`config.mk`:
```
export PLATFORM = sky130hd
export DESIGN_NAME = multicycle_ctrl
export DESIGN_NICKNAME = d
export VERILOG_FILES = /design/src/rtl/multicycle_ctrl.sv
export SDC_FILE = /design/constraint.sdc
export NUM_CORES = 1
export LEC_CHECK = 0
export BUFFER_PORTS_ARGS = -buffer_cell sky130_fd_sc_hd__buf_2
export CAP_MARGIN = 40
export CORE_MARGIN = 4
export CORE_UTILIZATION = 43
export CTS_CLUSTER_DIAMETER = 30
export CTS_CLUSTER_SIZE = 40
export DETAILED_ROUTE_END_ITERATION = 6
export PLACE_DENSITY_LB_ADDON = 0.15
export SLEW_MARGIN = 20
export SYNTH_ARGS = -nofsm -noshare
export SYNTH_HDL_FRONTEND = slang
export SYNTH_SLANG_ARGS = --single-unit
```
`constraint.sdc`:
```
create_clock -name CLK -period 2.2 [get_ports CLK]
set_input_delay 0.55 -clock CLK [delete_from_list [all_inputs] [get_ports CLK]]
set_output_delay 0.55 -clock CLK [all_outputs]
set_load 0.005 [all_outputs]
```
`src/rtl/multicycle_ctrl.sv`:
```
// Main control FSM of the multi-cycle core: sequences fetch/decode/execute/memory/writeback
// over the shared datapath, stalls on MemReady and counts retired instructions.
module multicycle_ctrl #(
  parameter logic [5:0] OP_R    = 6'b000000,
  parameter logic [5:0] OP_LW   = 6'b100011,
  parameter logic [5:0] OP_SW   = 6'b101011,
  parameter logic [5:0] OP_BEQ  = 6'b000100,
  parameter logic [5:0] OP_ADDI = 6'b001000,
  parameter logic [5:0] OP_J    = 6'b000010,
  parameter int         CNT_W   = 16
) (
  input  logic             CLK,
  input  logic             RST,
  input  logic [5:0]       Op,
  input  logic             MemReady,
  output logic             PCWrite,
  output logic             Branch,
  output logic             IorD,
  output logic             MemRead,
  output logic             MemWrite,
  output logic             IRWrite,
  output logic             RegDst,
  output logic             MemtoReg,
  output logic             RegWrite,
  output logic             ALUSrcA,
  output logic [1:0]       ALUSrcB,
  output logic [1:0]       ALUOp,
  output logic [1:0]       PCSrc,
  output logic             Illegal,
  output logic [3:0]       StateOut,
  output logic [CNT_W-1:0] InstrCount
);

  typedef enum logic [3:0] {
    S_FETCH   = 4'd0,
    S_DECODE  = 4'd1,
    S_MEMADR  = 4'd2,
    S_MEMRD   = 4'd3,
    S_MEMWB   = 4'd4,
    S_MEMWR   = 4'd5,
    S_EXECUTE = 4'd6,
    S_ALUWB   = 4'd7,
    S_BRANCH  = 4'd8,
    S_ADDIEX  = 4'd9,
    S_ADDIWB  = 4'd10,
    S_JUMP    = 4'd11
  } state_t;

  state_t           state_q, state_d;
  logic [CNT_W-1:0] cnt_q, cnt_d;
  logic             retire;

  function automatic logic op_legal(input logic [5:0] op);
    return (op == OP_R) || (op == OP_LW) || (op == OP_SW) ||
           (op == OP_BEQ) || (op == OP_ADDI) || (op == OP_J);
  endfunction

  always_ff @(posedge CLK) begin
    if (RST) begin
      state_q <= S_FETCH;
      cnt_q   <= '0;
    end else begin
      state_q <= state_d;
      cnt_q   <= cnt_d;
    end
  end

  // Next state; retire marks a terminal state handing control back to FETCH.
  always_comb begin
    state_d = state_q;
    retire  = 1'b0;
    case (state_q)
      S_FETCH: begin
        if (MemReady) state_d = S_DECODE;
      end
      S_DECODE: begin
        if ((Op == OP_LW) || (Op == OP_SW)) state_d = S_MEMADR;
        else if (Op == OP_R)                state_d = S_EXECUTE;
        else if (Op == OP_BEQ)              state_d = S_BRANCH;
        else if (Op == OP_ADDI)             state_d = S_ADDIEX;
        else if (Op == OP_J)                state_d = S_JUMP;
        else                                state_d = S_FETCH;
      end
      S_MEMADR: begin
        state_d = (Op == OP_LW) ? S_MEMRD : S_MEMWR;
      end
      S_MEMRD: begin
        if (MemReady) state_d = S_MEMWB;
      end
      S_MEMWB: begin
        state_d = S_FETCH;
        retire  = 1'b1;
      end
      S_MEMWR: begin
        if (MemReady) begin
          state_d = S_FETCH;
          retire  = 1'b1;
        end
      end
      S_EXECUTE: state_d = S_ALUWB;
      S_ALUWB: begin
        state_d = S_FETCH;
        retire  = 1'b1;
      end
      S_BRANCH: begin
        state_d = S_FETCH;
        retire  = 1'b1;
      end
      S_ADDIEX: state_d = S_ADDIWB;
      S_ADDIWB: begin
        state_d = S_FETCH;
        retire  = 1'b1;
      end
      S_JUMP: begin
        state_d = S_FETCH;
        retire  = 1'b1;
      end
      default: state_d = S_FETCH;
    endcase
    cnt_d = cnt_q + {{(CNT_W-1){1'b0}}, retire};
  end

  // Moore decode of the registered state; only FETCH's PC/IR loads wait on MemReady.
  always_comb begin
    PCWrite  = 1'b0;
    Branch   = 1'b0;
    IorD     = 1'b0;
    MemRead  = 1'b0;
    MemWrite = 1'b0;
    IRWrite  = 1'b0;
    RegDst   = 1'b0;
    MemtoReg = 1'b0;
    RegWrite = 1'b0;
    ALUSrcA  = 1'b0;
    ALUSrcB  = 2'b00;
    ALUOp    = 2'b00;
    PCSrc    = 2'b00;
    Illegal  = 1'b0;
    case (state_q)
      S_FETCH: begin
        MemRead = 1'b1;
        ALUSrcB = 2'b01;
        IRWrite = MemReady;
        PCWrite = MemReady;
      end
      S_DECODE: begin
        ALUSrcB = 2'b11;
        Illegal = !op_legal(Op);
      end
      S_MEMADR: begin
        ALUSrcA = 1'b1;
        ALUSrcB = 2'b10;
      end
      S_MEMRD: begin
        MemRead = 1'b1;
        IorD    = 1'b1;
      end
      S_MEMWB: begin
        RegWrite = 1'b1;
        MemtoReg = 1'b1;
      end
      S_MEMWR: begin
        MemWrite = 1'b1;
        IorD     = 1'b1;
      end
      S_EXECUTE: begin
        ALUSrcA = 1'b1;
        ALUOp   = 2'b10;
      end
      S_ALUWB: begin
        RegWrite = 1'b1;
        RegDst   = 1'b1;
      end
      S_BRANCH: begin
        ALUSrcA = 1'b1;
        ALUOp   = 2'b01;
        PCSrc   = 2'b01;
        Branch  = 1'b1;
      end
      S_ADDIEX: begin
        ALUSrcA = 1'b1;
        ALUSrcB = 2'b10;
      end
      S_ADDIWB: begin
        RegWrite = 1'b1;
      end
      S_JUMP: begin
        PCWrite = 1'b1;
        PCSrc   = 2'b10;
      end
      default: ;
    endcase
    if (RST) begin
      PCWrite  = 1'b0;
      Branch   = 1'b0;
      IorD     = 1'b0;
      MemRead  = 1'b0;
      MemWrite = 1'b0;
      IRWrite  = 1'b0;
      RegDst   = 1'b0;
      MemtoReg = 1'b0;
      RegWrite = 1'b0;
      ALUSrcA  = 1'b0;
      ALUSrcB  = 2'b00;
      ALUOp    = 2'b00;
      PCSrc    = 2'b00;
      Illegal  = 1'b0;
    end
  end

  assign StateOut   = state_q;
  assign InstrCount = cnt_q;

endmodule

```
==> results of run 1 <==
-- worst paths after layout --
| check | start | endpoint | slack [ns] | depth (start not counted) |
|---|---|---|---|---|
| max | StateOut[0] | InstrCount[15] | 0.15 | 8 |
| min | InstrCount[15] | InstrCount[15] | 0.48 | 2 |
| max reg2reg | StateOut[0] | InstrCount[15] | 0.15 | 8 |
| min reg2reg | InstrCount[15] | InstrCount[15] | 0.48 | 2 |
-- cell type report --
type                       count  share of cell area (%)
clock buffer                   4                   2.302
multi-input combinational    121                   47.22
sequential                    20                   25.48
inverter                       5                   1.190
tap                           30                   2.381
timing repair buffer          60                   21.43
-- what timing repair did --
| item | 4_1_cts | 5_1_grt |
|---|---|---|
| gates resized for setup | 1 | 6 |
| setup endpoints to repair | 1 | 10 |
| cloned | 0 | 0 |
| setup buffers | 0 | 1 |
| pin swaps | 1 | 0 |
-- cells in the mapped netlist (2+ instances only) --
cell	instances
or3_1	2
nor4_1	6
xor2_1	7
o21ai_0	5
dfxtp_1	20
a21oi_1	11
ha_1	2
nor2_1	27
nand2_1	5
clkbuf_1	8
inv_1	5
nor3_1	8
o31ai_1	4
buf_4	2
or4_1	3
nand2b_1	3
xnor2_1	7
and3_1	6
nand3_1	7
nor2b_1	2
nand4_1	5
-- flip-flops by register name, summed over array words and instances (netlist names) --
name        flops
InstrCount     16
StateOut        4
-- cell families after synthesis --
family                   after synthesis  share of synthesized area [%]
flip-flops                            20                          33.75
buffers and inverters                 16                          5.801
adder cells (fa/ha/maj)                2                          2.109
AO/OA/AOI/OAI                         27                          13.71
XOR/XNOR                              14                          10.34
AND/OR/NAND/NOR                       78                          34.28
-- worst max-delay path: cells and delay by family, from the launching register on --
family	cells	cell delay, ns
AO/OA/AOI/OAI	3	0.39
flip-flops	1	0.39
adder cells (fa/ha/maj)	1	0.24
AND/OR/NAND/NOR	4	0.98
-- per-layer routing --
layer  GRT usage [%]  part of all wire [%]
met3           4.681                   4.6
met5               0                     0
met4           2.786                  0.52
met2           29.32                    50
met1           22.01                    45
-- metrics by stage --
| stage | std cells | utilization, % | total power [W] | setup slack, ns |
|---|---|---|---|---|
| 6_report | 240 | 61.95 | 0.0006474 | 0.1475 |
| 5_1_grt | 240 | 61.95 | 0.0006828 | 0.004280 |
| 4_1_cts | 239 | 60.77 | 0.0006552 | 0.007627 |
| 3_5_place_dp | 235 | 59.10 | 0.0004484 | -0.2101 |
| 3_3_place_gp | 235 | 59.10 | 0.0004462 | -0.03617 |
| 2_1_floorplan | 157 | - | 0.0004117 | 0.06358 |
-- power by group through the flow --
stage          sequential, W  combinational, W  clock, W
2_1_floorplan       0.000373         0.0000383         0
3_3_place_gp        0.000373         0.0000729         0
3_5_place_dp        0.000373         0.0000751         0
4_1_cts             0.000365         0.0000752  0.000215
5_1_grt             0.000366         0.0000859  0.000231
6_report            0.000365         0.0000762  0.000206
==> results.sh, run 1 <==
export IMPL_status="completed"
export IMPL_synth_cell_types=33
export IMPL_synth_seq_cells=20
export IMPL_drtAntennaViolNets=0
export IMPL_io_buffers=45
export IMPL_grt_usage_pct=17.13
export IMPL_ctsHoldBuffers=0
export IMPL_finalClockSkew_ns=0.001864
export IMPL_crit_top_cell="a21oi_1"
export IMPL_start_util_pct=46.61
export IMPL_final_setup_tns_ns=0
export IMPL_rows=18
export IMPL_maxCapViolations=0
export IMPL_yosys_warnings=0
export IMPL_syn_area_mm2=0.001186
export IMPL_drive_gt1_share_pct=34.76
export IMPL_crit_chain="nand2b_1 -> a21oi_1 -> a211oi_2 -> ha_2 -> and4_4 -> nand3_2 -> or4_1 -> a21oi_1"
export IMPL_die_w_um=60.52
export IMPL_final_cell_area_mm2=0.001577
export IMPL_drv_slew=0
export IMPL_clkTransAtPathRegs_ns=0.10
export IMPL_seqCellArea_um2=401.6
export IMPL_vias=1293
export IMPL_drt_initial_drc_count=35
export IMPL_p_per_area_mw_per_mm2=410.7
export IMPL_cts_htree_levels=1
export IMPL_cp_start_kind="flip-flop"
export IMPL_fin_crit_sh_pct=93.30
export IMPL_ys_seq_area_share_pct=33.76
export IMPL_drc=0
export IMPL_postSynthAreaPerCell_um2=7.555
export IMPL_core_area_mm2=0.002545
export IMPL_multi_input_area_um2=744.5
export IMPL_num_fill_cells=250
export IMPL_avgViaCountPerCell=5.388
export IMPL_p_switching_w=0.0001500
export IMPL_synth_area_leaders="dfxtp_1, nor2_1, xnor2_1"
export IMPL_placed_area_mm2=0.001504
export IMPL_critical_path_required_ns=2.44
export IMPL_p_int_w=0.0004974
export IMPL_synth_edff_count=0
export IMPL_die_h_um=60.52
export IMPL_numCtsBuffers=3
export IMPL_worstPathMaxFanout=4
export IMPL_routed_wl_mm=3.058
export IMPL_cts_root_buffer="clkbuf_4"
export IMPL_rsz0062_at_grt="no"
export IMPL_io_pins=46
export IMPL_layout_commonest_cell="buf_2"
export IMPL_cp_slowest_cell="or4_1"
export IMPL_synth_cells=157
export IMPL_setup_viol=0
export IMPL_cts_sinks=20
export IMPL_grt_max_degree=20
export IMPL_wl_per_cell_um=12.74
export IMPL_pwr_share_seq_pct=56.4
export IMPL_hold_viol_final=0
export IMPL_netlist_area_leader_share_pct=33.76
export IMPL_cp_end_kind="flip-flop"
export IMPL_grt_pass1_vias=1162
export IMPL_clock_latency_ns=0.29
export IMPL_max_slew_margin_pct=73.91
export IMPL_vdd_ir_drop_max_uv=529.0
export IMPL_grt_pass1_wl_mm=4.871
export IMPL_fin_nets=222
export IMPL_power_switching_share_pct=23.17
export IMPL_layout_common_cells="buf_2, nor2_1, dfxtp_1"
export IMPL_worst_pin_slew_ns=0.3877
export IMPL_whs_ns=0.4829
export IMPL_overflow=0
export IMPL_syn_to_final_growth_pct=32.91
export IMPL_diodes=0
export IMPL_critPathMaxStageDelay_ns=0.49
export IMPL_clockBufferDepth=2
export IMPL_synthFlopType="dfxtp_1"
export IMPL_p_clk_share_pct=31.8
export IMPL_crit_arrival_ns=2.29
export IMPL_crit_type="flip-flop to flip-flop"
export IMPL_cts_tree="yes"
export IMPL_hold_path_class="flip-flop to flip-flop"
export IMPL_p_leak_nw=0.7333
export IMPL_period_minus_slack_ns=2.053
export IMPL_place_congestion=0.8175
export IMPL_combinationalPowerShare_pct=11.8
export IMPL_dr_pass1_iters=4
export IMPL_antenna_found_initial=0
export IMPL_yosysTopAreaCell="dfxtp_1"
export IMPL_syn_num_nets=168
export IMPL_max_freq_mhz=487.2
export IMPL_async_flop_share_pct=0
export IMPL_place_hpwl_mm=2.402
export IMPL_die_area_mm2=0.003663
No activity file was read; power rests on OpenSTA's default activity.
==> run 2, diff against run 1 <==
--- a/config.mk
+++ b/config.mk
@@ -5,10 +5,11 @@
 export SDC_FILE = /design/constraint.sdc
 export NUM_CORES = 1
 export LEC_CHECK = 0
+export ABC_AREA = 1
 export BUFFER_PORTS_ARGS = -buffer_cell sky130_fd_sc_hd__buf_2
 export CAP_MARGIN = 40
 export CORE_MARGIN = 4
-export CORE_UTILIZATION = 43
+export CORE_UTILIZATION = 44
 export CTS_CLUSTER_DIAMETER = 30
 export CTS_CLUSTER_SIZE = 40
 export DETAILED_ROUTE_END_ITERATION = 6
==> results.sh, run 2 <==
export IMPL_clkTransAtPathRegs_ns=0.12
export IMPL_p_leak_nw=0.8071
export IMPL_dr_pass1_iters=7
export IMPL_cp_end_kind="output port"
export IMPL_layout_commonest_cell="buf_2"
export IMPL_crit_top_cell="nand2_1"
export IMPL_drive_gt1_share_pct=31.01
export IMPL_synth_cells=210
export IMPL_dr_wl_met3_um=192
export IMPL_grt_pass1_vias=1235
export IMPL_reg2regPathDepth=12
export IMPL_hold_path_class="flip-flop to flip-flop"
export IMPL_finalClockSkew_ns=0.006176
export IMPL_utilization_pct=60.04
export IMPL_period_minus_slack_ns=2.084
export IMPL_rows=19
export IMPL_combinationalPowerShare_pct=12.0
export IMPL_place_congestion=0.9142
export IMPL_netlist_area_leader_share_pct=30.36
export IMPL_p_clk_share_pct=40.1
export IMPL_syn_to_final_growth_pct=27.70
export IMPL_numCtsBuffers=3
export IMPL_overflow=0
export IMPL_maxCapViolations=0
export IMPL_clock_latency_ns=0.31
export IMPL_cts_htree_levels=1
export IMPL_synth_area_leaders="dfxtp_1, nand2_1, inv_1"
export IMPL_final_setup_tns_ns=0
export IMPL_layout_common_cells="buf_2, nand2_1, inv_1"
export IMPL_rr_endpoint="InstrCount[9]"
export IMPL_antenna_found_initial=0
export IMPL_met1Wirelength_mm=1.645
export IMPL_routed_wl_mm=3.320
export IMPL_drtAntennaViolNets=0
export IMPL_grt_max_degree=19
export IMPL_netlist_top_cells_count="nand2_1, inv_1, nor2_1"
export IMPL_crit_type="flip-flop to output port"
export IMPL_yosysMostFrequentCell="nand2_1"
export IMPL_largest_reg_flops=16
export IMPL_final_cell_area_mm2=0.001684
export IMPL_p_switching_w=0.0001883
export IMPL_wl_met2_mm=1.428
export IMPL_worstPathMaxFanout=6
export IMPL_cts_root_buffer="clkbuf_4"
export IMPL_vias=1460
export IMPL_diodes=0
export IMPL_worst_pin_slew_ns=0.3036
export IMPL_cp_start_kind="flip-flop"
export IMPL_cp_slowest_cell="dfxtp_2"
export IMPL_setup_viol=0
export IMPL_core_area_mm2=0.002805
export IMPL_setup_ws_ns=0.1162
export IMPL_yosys_warnings=0
export IMPL_synth_seq_cells=20
export IMPL_synth_cell_types=27
export IMPL_die_area_mm2=0.003937
export IMPL_dp_slack_ns=0.06576
export IMPL_power_switching_share_pct=24.32
export IMPL_top_layer_used="met4"
export IMPL_crit_arrival_ns=1.53
export IMPL_crit_chain="inv_1 -> nand2_1 -> inv_1 -> buf_4 -> nand2_1 -> nand2_1 -> nor2_1 -> a21oi_1 -> buf_2"
export IMPL_syn_area_mm2=0.001319
export IMPL_grt_pass1_wl_mm=5.513
export IMPL_avgViaCountPerCell=5.052
export IMPL_place_hpwl_mm=2.601
export IMPL_placed_area_mm2=0.001578
export IMPL_critical_path_required_ns=1.65
export IMPL_vdd_ir_drop_max_uv=244.6
export IMPL_drc=0
export IMPL_postSynthAreaPerCell_um2=6.280
export IMPL_synth_edff_count=0
export IMPL_io_buffers=45
export IMPL_drt_initial_drc_count=72
export IMPL_r2r_start="StateOut[2]"
export IMPL_pwr_share_seq_pct=47.9
export IMPL_syn_num_nets=221
export IMPL_cts_tree="yes"
export IMPL_p_int_w=0.0005858
export IMPL_yosysTopAreaCell="dfxtp_1"
export IMPL_drv_slew=0
export IMPL_fin_crit_sh_pct=94.72
export IMPL_start_util_pct=47.01
export IMPL_ctsHoldBuffers=0
export IMPL_async_flop_share_pct=0
export IMPL_cts_sinks=20
export IMPL_cp_startpoint="StateOut[1]"
export IMPL_clockBufferDepth=2
export IMPL_die_h_um=62.75
export IMPL_wl_per_cell_um=11.49
export IMPL_p_per_area_mw_per_mm2=459.6
export IMPL_holdPathStages=2
export IMPL_worstHoldStart="InstrCount[14]"
export IMPL_fin_nets=270
export IMPL_critPathMaxStageDelay_ns=0.40
export IMPL_io_pins=46
export IMPL_ys_seq_area_share_pct=30.36
export IMPL_die_w_um=62.75
export IMPL_status="completed"
export IMPL_synthFlopType="dfxtp_1"
export IMPL_min_to="InstrCount[14]"
export IMPL_max_slew_margin_pct=79.60
export IMPL_regToRegSetupSlack_ns=0.14
export IMPL_hold_viol_final=0
export IMPL_grt_usage_pct=17.01
export IMPL_max_freq_mhz=479.9
-- run 2: cell count changes in the layout (fill, tap and decap cells not counted), sizes merged, moves of 6 or more --
cell   change
nand2     +33
inv       +30
nand3     +14
nor2      +13
buf       -11
a21oi     +10
xor2       -7
and3       -6
nor4       -6
xnor2      -6
-- run 2: logic make-up after synthesis --
logic type,Yosys count,synth area share (%)
buffers and inverters,40,12.05
and+or+nand+nor,120,44.31
AOI/OAI and AO/OA,27,10.72
xor gates and xnor gates,1,0.6643
DFF,20,30.36
adders and majority gates,2,1.897
-- run 2: critical path: cells and delay by family (launching register included) --
kind	cells	cell delay, ns
compound gates	1	0.07
flops	1	0.40
buf+inv	4	0.40
simple gates	4	0.35
-- run 2: metal layers --
metal	up-vias	global-route usage [%]
met5	-	0
met3	5	2.878
met1	631	23.91
met4	0	7.713
li1	770	-
met2	54	25.17
-- run 2: what timing repair did --
item / 4_1_cts / 5_1_grt
gates resized for setup: 0 / 13
setup buffers: 0 / 1
setup endpoints to repair: 0 / 10
-- run 2: how the worst max path moves through the flow --
stage                                 to  depth (start not counted)  slack (ns)
after floorplan           InstrCount[14]                         13        0.26
after global placement    InstrCount[14]                         15        0.10
after detailed placement  InstrCount[14]                         15        0.07
after CTS                 InstrCount[14]                         14        0.06
after global routing      InstrCount[14]                         15       -0.04
final                            ALUSrcA                          9        0.12
-- run 2: area by class of cell --
class,count,area [um2]
clock inverters,1,30.03
inverters,35,131.4
clock buffers,3,22.52
fillers,279,1121
multi-input cells,150,802.0
well taps,31,38.79
repair buffers,49,255.2
flip-flops and latches,20,404.1
-- run 2: per-stage QoR --
step	hold slack, ns	std cells	power [W]
6_report	0.4844	289	0.0007741
5_1_grt	0.5164	289	0.0008086
4_1_cts	0.4898	288	0.0007791
3_3_place_gp	0.4685	284	0.0004688
2_1_floorplan	0.4684	210	0.0004313
3_5_place_dp	0.4742	284	0.0004683
-- run 2: power groups by stage --
stage	Combinational (W)	Clock (W)	Sequential, W
after CTS	0.0000917	0.000318	0.000370
after floorplan	0.0000542	0	0.000377
after global routing	0.000106	0.000331	0.000372
final	0.0000925	0.000311	0.000371
after detailed placement	0.0000905	0	0.000378
after global placement	0.0000912	0	0.000378
==> run 3, diff against run 2 <==
--- a/config.mk
+++ b/config.mk
@@ -5,15 +5,14 @@
 export SDC_FILE = /design/constraint.sdc
 export NUM_CORES = 1
 export LEC_CHECK = 0
-export ABC_AREA = 1
 export BUFFER_PORTS_ARGS = -buffer_cell sky130_fd_sc_hd__buf_2
-export CAP_MARGIN = 40
 export CORE_MARGIN = 4
-export CORE_UTILIZATION = 44
+export CORE_UTILIZATION = 43
 export CTS_CLUSTER_DIAMETER = 30
 export CTS_CLUSTER_SIZE = 40
 export DETAILED_ROUTE_END_ITERATION = 6
 export PLACE_DENSITY_LB_ADDON = 0.15
+export SKIP_CTS_REPAIR_TIMING = 1
 export SLEW_MARGIN = 20
 export SYNTH_ARGS = -nofsm -noshare
 export SYNTH_HDL_FRONTEND = slang
==> results.sh, run 3 (synthesized netlist as in run 1, its figures left out) <==
export IMPL_p_per_area_mw_per_mm2=408.9
export IMPL_vdd_ir_drop_max_uv=528.5
export IMPL_final_cell_area_mm2=0.001584
export IMPL_worstPathMaxFanout=4
export IMPL_dr_pass1_iters=4
export IMPL_die_area_mm2=0.003663
export IMPL_worst_pin_slew_ns=0.3888
export IMPL_dr_wl_met3_um=155
export IMPL_rsz0062_at_grt="no"
export IMPL_cp_end_kind="flip-flop"
export IMPL_crit_arrival_ns=2.29
export IMPL_cp_slowest_cell="or4_1"
export IMPL_drive_gt1_share_pct=35.07
export IMPL_crit_type="flip-flop to flip-flop"
export IMPL_start_util_pct=46.61
export IMPL_critical_path_required_ns=2.44
export IMPL_cts_root_buffer="clkbuf_4"
export IMPL_avgViaCountPerCell=5.340
export IMPL_top_layer_used="met4"
export IMPL_grt_pass1_wl_mm=4.843
export IMPL_clkTransAtPathRegs_ns=0.11
export IMPL_hold_viol_final=0
export IMPL_overflow=0
export IMPL_layout_commonest_cell="buf_2"
export IMPL_setup_viol=0
export IMPL_core_area_mm2=0.002545
export IMPL_largest_reg_flops=16
export IMPL_num_fill_cells=248
export IMPL_io_pins=46
export IMPL_crit_top_cell="a21oi_1"
export IMPL_placed_area_mm2=0.001504
export IMPL_grt_max_degree=20
export IMPL_cp_start_kind="flip-flop"
export IMPL_drv_slew=0
export IMPL_status="completed"
export IMPL_numCtsBuffers=3
export IMPL_routed_wl_mm=3.081
export IMPL_max_slew_margin_pct=73.84
export IMPL_critPathMaxStageDelay_ns=0.49
export IMPL_place_hpwl_mm=2.402
export IMPL_clockBufferDepth=2
export IMPL_place_congestion=0.8175
export IMPL_final_setup_tns_ns=0
export IMPL_syn_to_final_growth_pct=33.54
export IMPL_die_h_um=60.52
export IMPL_cts_tree="yes"
export IMPL_drc=0
export IMPL_fin_crit_sh_pct=93.20
export IMPL_diodes=0
export IMPL_wl_met2_mm=1.508
export IMPL_cts_sinks=20
export IMPL_drt_initial_drc_count=46
export IMPL_rows=18
export IMPL_maxCapViolations=0
export IMPL_antenna_found_initial=0
export IMPL_grt_pass1_vias=1159
export IMPL_period_minus_slack_ns=2.050
export IMPL_clock_latency_ns=0.29
export IMPL_io_buffers=45
export IMPL_wl_per_cell_um=12.78
export IMPL_grt_usage_pct=17.05
export IMPL_seqCellArea_um2=401.6
export IMPL_total_power_w=0.0006478
export IMPL_die_w_um=60.52
export IMPL_vias=1287
export IMPL_met1Wirelength_mm=1.401
export IMPL_cts_htree_levels=1
export IMPL_drtAntennaViolNets=0
export IMPL_crit_chain="nand2b_1 -> a21oi_1 -> a211oi_2 -> ha_2 -> and4_4 -> nand3_2 -> or4_1 -> a21oi_1"
export IMPL_p_leak_nw=0.7374
export IMPL_layout_common_cells="buf_2, nor2_1, dfxtp_1"
export IMPL_multi_input_area_um2=744.5
export IMPL_hold_path_class="flip-flop to flip-flop"
export IMPL_fin_nets=223
export IMPL_max_freq_mhz=487.7
export IMPL_finalClockSkew_ns=0.002403
[run 3: path summary, 6_finish.rpt]
check                                    start             end  slack (ns)  cells after the start
worst max-delay path               StateOut[0]  InstrCount[15]        0.15                      8
worst max register to register     StateOut[0]  InstrCount[15]        0.15                      8
worst min-delay path            InstrCount[15]  InstrCount[15]        0.48                      2
worst min register to register  InstrCount[15]  InstrCount[15]        0.48                      2
[run 3: per-layer routing]
metal / up-vias / track usage [%]
met5: - / 0
met1: 589 / 21.88
met2: 29 / 29.17
met4: 0 / 2.786
li1: 667 / -
met3: 2 / 4.681
[run 3: cell type report]
cell class | instances | share of cell area [%]
clock buffer | 4 | 2.291
inverter | 5 | 1.185
multi-input combinational | 121 | 47.00
sequential | 20 | 25.36
tap | 30 | 2.370
timing repair buffer | 61 | 21.80
[run 3: report_power, final]
part           switching, W  total (W)  internal [W]
clock network      0.000105   0.000206      0.000101
registers        0.00000159   0.000365      0.000364
logic             0.0000435  0.0000765     0.0000330
total              0.000150   0.000648      0.000497
[run 3: through the flow]
step | std cells | hold slack [ns] | setup slack (ns) | util (%)
after global routing | 241 | 0.5319 | 0.003799 | 62.24
after detailed placement | 235 | 0.4724 | -0.2101 | 59.10
after global placement | 235 | 0.4673 | -0.03617 | 59.10
final | 241 | 0.4834 | 0.1495 | 62.24
after floorplan | 157 | 0.4682 | 0.06358 | -
after CTS | 239 | 0.4878 | -0.07131 | 60.52
[run 3: worst max-delay path: cells and delay by family (launching register included)]
family / cells / cell delay, ns
flops: 1 / 0.39
fa+ha+maj: 1 / 0.24
simple gates: 4 / 0.97
compound gates: 3 / 0.39
